--- src/rtl/wfg_wb_master_pkg.sv ---
// Shared types and default constants for the Wishbone classic command master.
package wfg_wb_master_pkg;

    typedef enum logic [1:0] {
        IDLE = 2'd0,
        BUS  = 2'd1,
        RESP = 2'd2
    } wb_state_e;

    localparam int DEF_BUSW           = 32;
    localparam int DEF_TIMEOUT_CYCLES = 255;

endpackage

--- src/rtl/wfg_wb_master.sv ---
// Single-outstanding command-to-Wishbone-classic master with a one-cycle response pulse.
// Optional ack timeout enabled by defining WFG_WB_MASTER_TIMEOUT_EN.
import wfg_wb_master_pkg::*;

module wfg_wb_master #(
    parameter int BUSW           = DEF_BUSW,
    parameter int TIMEOUT_CYCLES = DEF_TIMEOUT_CYCLES
) (
    input  logic            io_wbs_clk,
    input  logic            io_wbs_rst,

    input  logic            cmd_valid_i,
    output logic            cmd_ready_o,
    input  logic            cmd_we_i,
    input  logic [BUSW-1:0] cmd_adr_i,
    input  logic [BUSW-1:0] cmd_dat_i,

    output logic            rsp_valid_o,
    output logic [BUSW-1:0] rsp_dat_o,
    output logic            rsp_err_o,

    output logic [BUSW-1:0] io_wbm_adr_o,
    output logic [BUSW-1:0] io_wbm_datwr_o,
    input  logic [BUSW-1:0] io_wbm_datrd_i,
    output logic            io_wbm_we_o,
    output logic            io_wbm_stb_o,
    output logic            io_wbm_cyc_o,
    input  logic            io_wbm_ack_i
);

    if (TIMEOUT_CYCLES < 1) begin : g_bad_timeout
        $error("wfg_wb_master: TIMEOUT_CYCLES must be at least 1");
    end

    wb_state_e       state_q, state_d;
    logic            cyc_q, cyc_d;
    logic            stb_q, stb_d;
    logic            we_q, we_d;
    logic [BUSW-1:0] adr_q, adr_d;
    logic [BUSW-1:0] datwr_q, datwr_d;
    logic [BUSW-1:0] rsp_dat_q, rsp_dat_d;

`ifdef WFG_WB_MASTER_TIMEOUT_EN
    localparam int CNT_W = $clog2(TIMEOUT_CYCLES + 1);

    logic             rsp_err_q, rsp_err_d;
    logic [CNT_W-1:0] cnt_q, cnt_d;
`endif

    always_comb begin
        state_d   = state_q;
        cyc_d     = cyc_q;
        stb_d     = stb_q;
        we_d      = we_q;
        adr_d     = adr_q;
        datwr_d   = datwr_q;
        rsp_dat_d = rsp_dat_q;
`ifdef WFG_WB_MASTER_TIMEOUT_EN
        rsp_err_d = rsp_err_q;
        cnt_d     = '0;
`endif

        case (state_q)
            IDLE: begin
                if (cmd_valid_i) begin
                    state_d = BUS;
                    cyc_d   = 1'b1;
                    stb_d   = 1'b1;
                    we_d    = cmd_we_i;
                    adr_d   = cmd_adr_i;
                    datwr_d = cmd_we_i ? cmd_dat_i : '0;
                end
            end

            BUS: begin
                // An ack always takes priority over a timeout expiring in the same cycle.
                if (io_wbm_ack_i) begin
                    state_d   = RESP;
                    cyc_d     = 1'b0;
                    stb_d     = 1'b0;
                    rsp_dat_d = we_q ? '0 : io_wbm_datrd_i;
`ifdef WFG_WB_MASTER_TIMEOUT_EN
                    rsp_err_d = 1'b0;
                end else if (cnt_q == CNT_W'(TIMEOUT_CYCLES - 1)) begin
                    state_d   = RESP;
                    cyc_d     = 1'b0;
                    stb_d     = 1'b0;
                    rsp_dat_d = '0;
                    rsp_err_d = 1'b1;
                end else begin
                    cnt_d = cnt_q + CNT_W'(1);
`endif
                end
            end

            RESP: begin
                state_d = IDLE;
            end

            default: begin
                state_d = IDLE;
            end
        endcase
    end

    always_ff @(posedge io_wbs_clk) begin
        if (io_wbs_rst) begin
            state_q   <= IDLE;
            cyc_q     <= 1'b0;
            stb_q     <= 1'b0;
            we_q      <= 1'b0;
            adr_q     <= '0;
            datwr_q   <= '0;
            rsp_dat_q <= '0;
`ifdef WFG_WB_MASTER_TIMEOUT_EN
            rsp_err_q <= 1'b0;
            cnt_q     <= '0;
`endif
        end else begin
            state_q   <= state_d;
            cyc_q     <= cyc_d;
            stb_q     <= stb_d;
            we_q      <= we_d;
            adr_q     <= adr_d;
            datwr_q   <= datwr_d;
            rsp_dat_q <= rsp_dat_d;
`ifdef WFG_WB_MASTER_TIMEOUT_EN
            rsp_err_q <= rsp_err_d;
            cnt_q     <= cnt_d;
`endif
        end
    end

    assign cmd_ready_o    = (state_q == IDLE);
    assign rsp_valid_o    = (state_q == RESP);
    assign rsp_dat_o      = rsp_dat_q;
`ifdef WFG_WB_MASTER_TIMEOUT_EN
    assign rsp_err_o      = rsp_err_q;
`else
    assign rsp_err_o      = 1'b0;
`endif

    assign io_wbm_adr_o   = adr_q;
    assign io_wbm_datwr_o = datwr_q;
    assign io_wbm_we_o    = we_q;
    assign io_wbm_stb_o   = stb_q;
    assign io_wbm_cyc_o   = cyc_q;

endmodule

--- config.mk ---
export PLATFORM = sky130hd
export DESIGN_NAME = wfg_wb_master
export DESIGN_NICKNAME = d
export VERILOG_FILES = /design/src/rtl/wfg_wb_master_pkg.sv /design/src/rtl/wfg_wb_master.sv
export SDC_FILE = /design/constraint.sdc
export NUM_CORES = 1
export LEC_CHECK = 0
export ABC_CLOCK_PERIOD_IN_PS = 3800
export BUFFER_PORTS_ARGS = -buffer_cell sky130_fd_sc_hd__buf_2
export CORE_MARGIN = 2
export CORE_UTILIZATION = 45
export DETAILED_ROUTE_END_ITERATION = 16
export GPL_TIMING_DRIVEN = 0
export PLACE_DENSITY = 0.81
export SETUP_SLACK_MARGIN = 0.2
export SLEW_MARGIN = 20
export SYNTH_ARGS = -nofsm -noshare
export SYNTH_HDL_FRONTEND = slang
export SYNTH_SLANG_ARGS = --single-unit
--- constraint.sdc ---
create_clock -name io_wbs_clk -period 3.8 [get_ports io_wbs_clk]
set_clock_uncertainty 0.2 [all_clocks]
set_input_delay 0.19 -clock io_wbs_clk [delete_from_list [all_inputs] [get_ports io_wbs_clk]]
set_output_delay 0.19 -clock io_wbs_clk [all_outputs]
set_load 0.005 [all_outputs]
==> impl_metrics.env <==
export IMPL_wire_per_inst_um=15.1
export IMPL_multi_input_area_um2=1470
export IMPL_cp_slowest_cell="dlygate4sd3_1"
export IMPL_crit_required_ns=3.89
export IMPL_fin_nets=859
export IMPL_hp_class="in -> reg"
export IMPL_grt_pass1_wl_mm=19.7
export IMPL_grt_pass1_vias=4221
export IMPL_period_share_pct=52.2
export IMPL_worstPathCellList="dlygate4sd3_1 > buf_2 > nor3b_2 > buf_4 > nand3_1 > dlygate4sd3_1 > a21oi_1"
export IMPL_critPathLaunch="cmd_valid_i"
export IMPL_status="finished clean"
export IMPL_fin_area_um2=6020
export IMPL_gp_congestion=0.748
export IMPL_yosys_cell_types_count=20
export IMPL_route_detailed_drc=0
export IMPL_first_pass_iters=4
export IMPL_antenna_found_initial=0
export IMPL_hold_depth=4
export IMPL_vdd_drop_max_uv=284
export IMPL_synth_area_per_cell_um2=8.30
export IMPL_drtIter0Drc=121
export IMPL_cpPeakStageDelay_ns=0.58
export IMPL_yosysTopAreaCell="dfxtp_1"
export IMPL_cp_arrival_ns=2.07
export IMPL_worst_pin_slew_ns=0.508
export IMPL_dp_cells=752
export IMPL_port_buffers=199
export IMPL_cts_sinks=100
export IMPL_layout_common_cells="buf_2, nand2_1, dlygate4sd3_1, dfxtp_1, a21oi_1"
export IMPL_yosys_top_cells_area="dfxtp_1, a21oi_1, nand2_1, nand3b_1, nand3_1"
export IMPL_p_leak_nw=2.73
export IMPL_grt_max_degree=17
export IMPL_drv_slew=0
export IMPL_p_per_area_nw_per_um2=353
export IMPL_clk_insertion_delay_late_ns=0.35
export IMPL_rrSetupSlack_ns=1.87
export IMPL_via_per_inst=5.01
export IMPL_finalHoldViolCount=0
export IMPL_chipHeight_um=94.9
export IMPL_fp_dieW_um=94.9
export IMPL_reg2reg_from="state_q[1]"
export IMPL_num_rows=33
export IMPL_synth_top_area_share_pct=53.9
export IMPL_n_fill_cell=585
export IMPL_setup_tns_final_ns=0
export IMPL_cts_setup_buffers=0
export IMPL_setup_viol=0
export IMPL_cts_tree="done"
export IMPL_seq_area_frac_synth_pct=53.9
export IMPL_syn2layout_area_growth_pct=62.0
export IMPL_core_um2=8090
export IMPL_synth_cells=448
export IMPL_path_max_fanout=10
export IMPL_wl_mm=13.1
export IMPL_layout_drive_gt1_share_pct=31.5
export IMPL_ys_warn_count=0
export IMPL_grt_overflow=0
export IMPL_setup_slack_ns=1.82
export IMPL_cap_violations=0
export IMPL_start_kind="primary input"
export IMPL_crit_path_frequent_cell="dlygate4sd3_1"
export IMPL_rsz0062_at_grt="false"
export IMPL_numCtsBuffers=9
export IMPL_grt_total_usage_pct=28.0
export IMPL_place_ws_ns=2.18
export IMPL_cts_root_buf="clkbuf_8"
export IMPL_hold_path_startpoint="io_wbm_ack_i"
export IMPL_postRouteAntennaNets=0
export IMPL_clkSlewWorstSetupHoldPaths_ns=0.10
export IMPL_reg2reg_to="io_wbm_datwr_o[1]"
export IMPL_ys_ff_latch=100
export IMPL_min_period_ns=1.98
export IMPL_placed_cell_area_um2=4840
export IMPL_reg2regPathDepth=5
export IMPL_crit_type="in -> reg"
export IMPL_htreeDepth=3
export IMPL_dp_hpwl_mm=7.92
export IMPL_seqCellArea_um2=2000
export IMPL_initial_utilization_pct=45.9
export IMPL_relSlewSlack_pct=66.2
export IMPL_holdPathEnd="state_q[0]"
export IMPL_synth_fp_nets=549
export IMPL_final_common_cell="buf_2"
export IMPL_vias=4350
export IMPL_clock_path_buffers=2
export IMPL_fmax_mhz=505
export IMPL_fin_hold_ws_ns=0.0131
export IMPL_die_area_um2=9000
export IMPL_io_pins=203
export IMPL_instances_no_fill=868
export IMPL_antenna_cells=0
export IMPL_syn_area_um2=3720
export IMPL_endpoint_kind="register"
==> routing by layer <==
layer	GRT usage (%)	part of all wire, %
met1	29.6	38
met2	53.7	52
met3	7.10	8.4
met4	8.94	1.7
met5	0	0
==> how the worst max path moves through the flow <==
| stage | end | depth (start not counted) | slack, ns |
|---|---|---|---|
| floorplan | io_wbm_adr_o[0] | 6 | 2.31 |
| global placement | io_wbm_we_o | 5 | 2.20 |
| detailed placement | io_wbm_we_o | 5 | 2.18 |
| CTS | io_wbm_datwr_o[31] | 7 | 1.80 |
| global route | io_wbm_datwr_o[1] | 7 | 1.68 |
| finish | io_wbm_datwr_o[1] | 7 | 1.82 |
==> per-stage QoR <==
stage / total power (W) / util (%)
after floorplan: 0.00129 / -
after global placement: 0.00143 / 59.9
after detailed placement: 0.00144 / 59.9
after CTS: 0.00212 / 74.4
after global routing: 0.00222 / 74.4
final: 0.00213 / 74.4
==> sequential cells by signal (all words and copies together) (netlist names) <==
signal and flops:
io_wbm_adr_o 32, io_wbm_datwr_o 32, rsp_dat_o 32, state_q 2, io_wbm_stb_o 1, io_wbm_we_o 1
==> where the power goes <==
group / internal (W) / switching (W) / leakage [nW]
Combinational: 0.000202 / 0.000179 / 1.83
Sequential: 0.00110 / 0.0000271 / 0.816
Clock: 0.000255 / 0.000367 / 0.0885
==> critical path: cells and delay by family <==
| family | cells | cell delay (ns) |
|---|---|---|
| and+or+nand+nor | 2 | 0.29 |
| AOI/OAI and AO/OA | 1 | 0.13 |
| buffers and inverters | 4 | 1.46 |
==> cells in the mapped netlist, drive strengths merged <==
cell	instances
nand3b	33
and3b	1
a21oi	98
inv	1
dfxtp	100
o21bai	1
nor2b	2
nand3	32
nor3b	1
or3b	1
nor2	2
clkbuf	18
o21ai	1
buf	24
conb	1
mux2i	1
nand2	130
nor3	1
==> cells by family (layout without fill, tap and decap cells) <==
logic type             Yosys count  after routing  share of synthesized area, %
buffers and inverters           43            358                          6.66
muxes                            1              1                         0.269
other                            1              1                         0.101
AOI/OAI and AO/OA              100            100                          13.5
DFF                            100            100                          53.9
and+or+nand+nor                203            203                          25.6
==> cell type report <==
class / count / area share (%)
Sequential cell: 100 / 33.2
Timing Repair Buffer: 299 / 33.2
Multi-Input combinational cell: 305 / 24.4
Buffer: 42 / 4.05
Clock buffer: 10 / 2.29
Tap cell: 105 / 2.18
Clock inverter: 6 / 0.644
Inverter: 1 / 0.0623
==> timing repair <==
item | 4_1_cts | 5_1_grt
resized for setup | 0 | 0
hold endpoints to repair | 97 | 0
hold buffers | 100 | 0
Note: power is estimated with default switching activity, not from simulation.
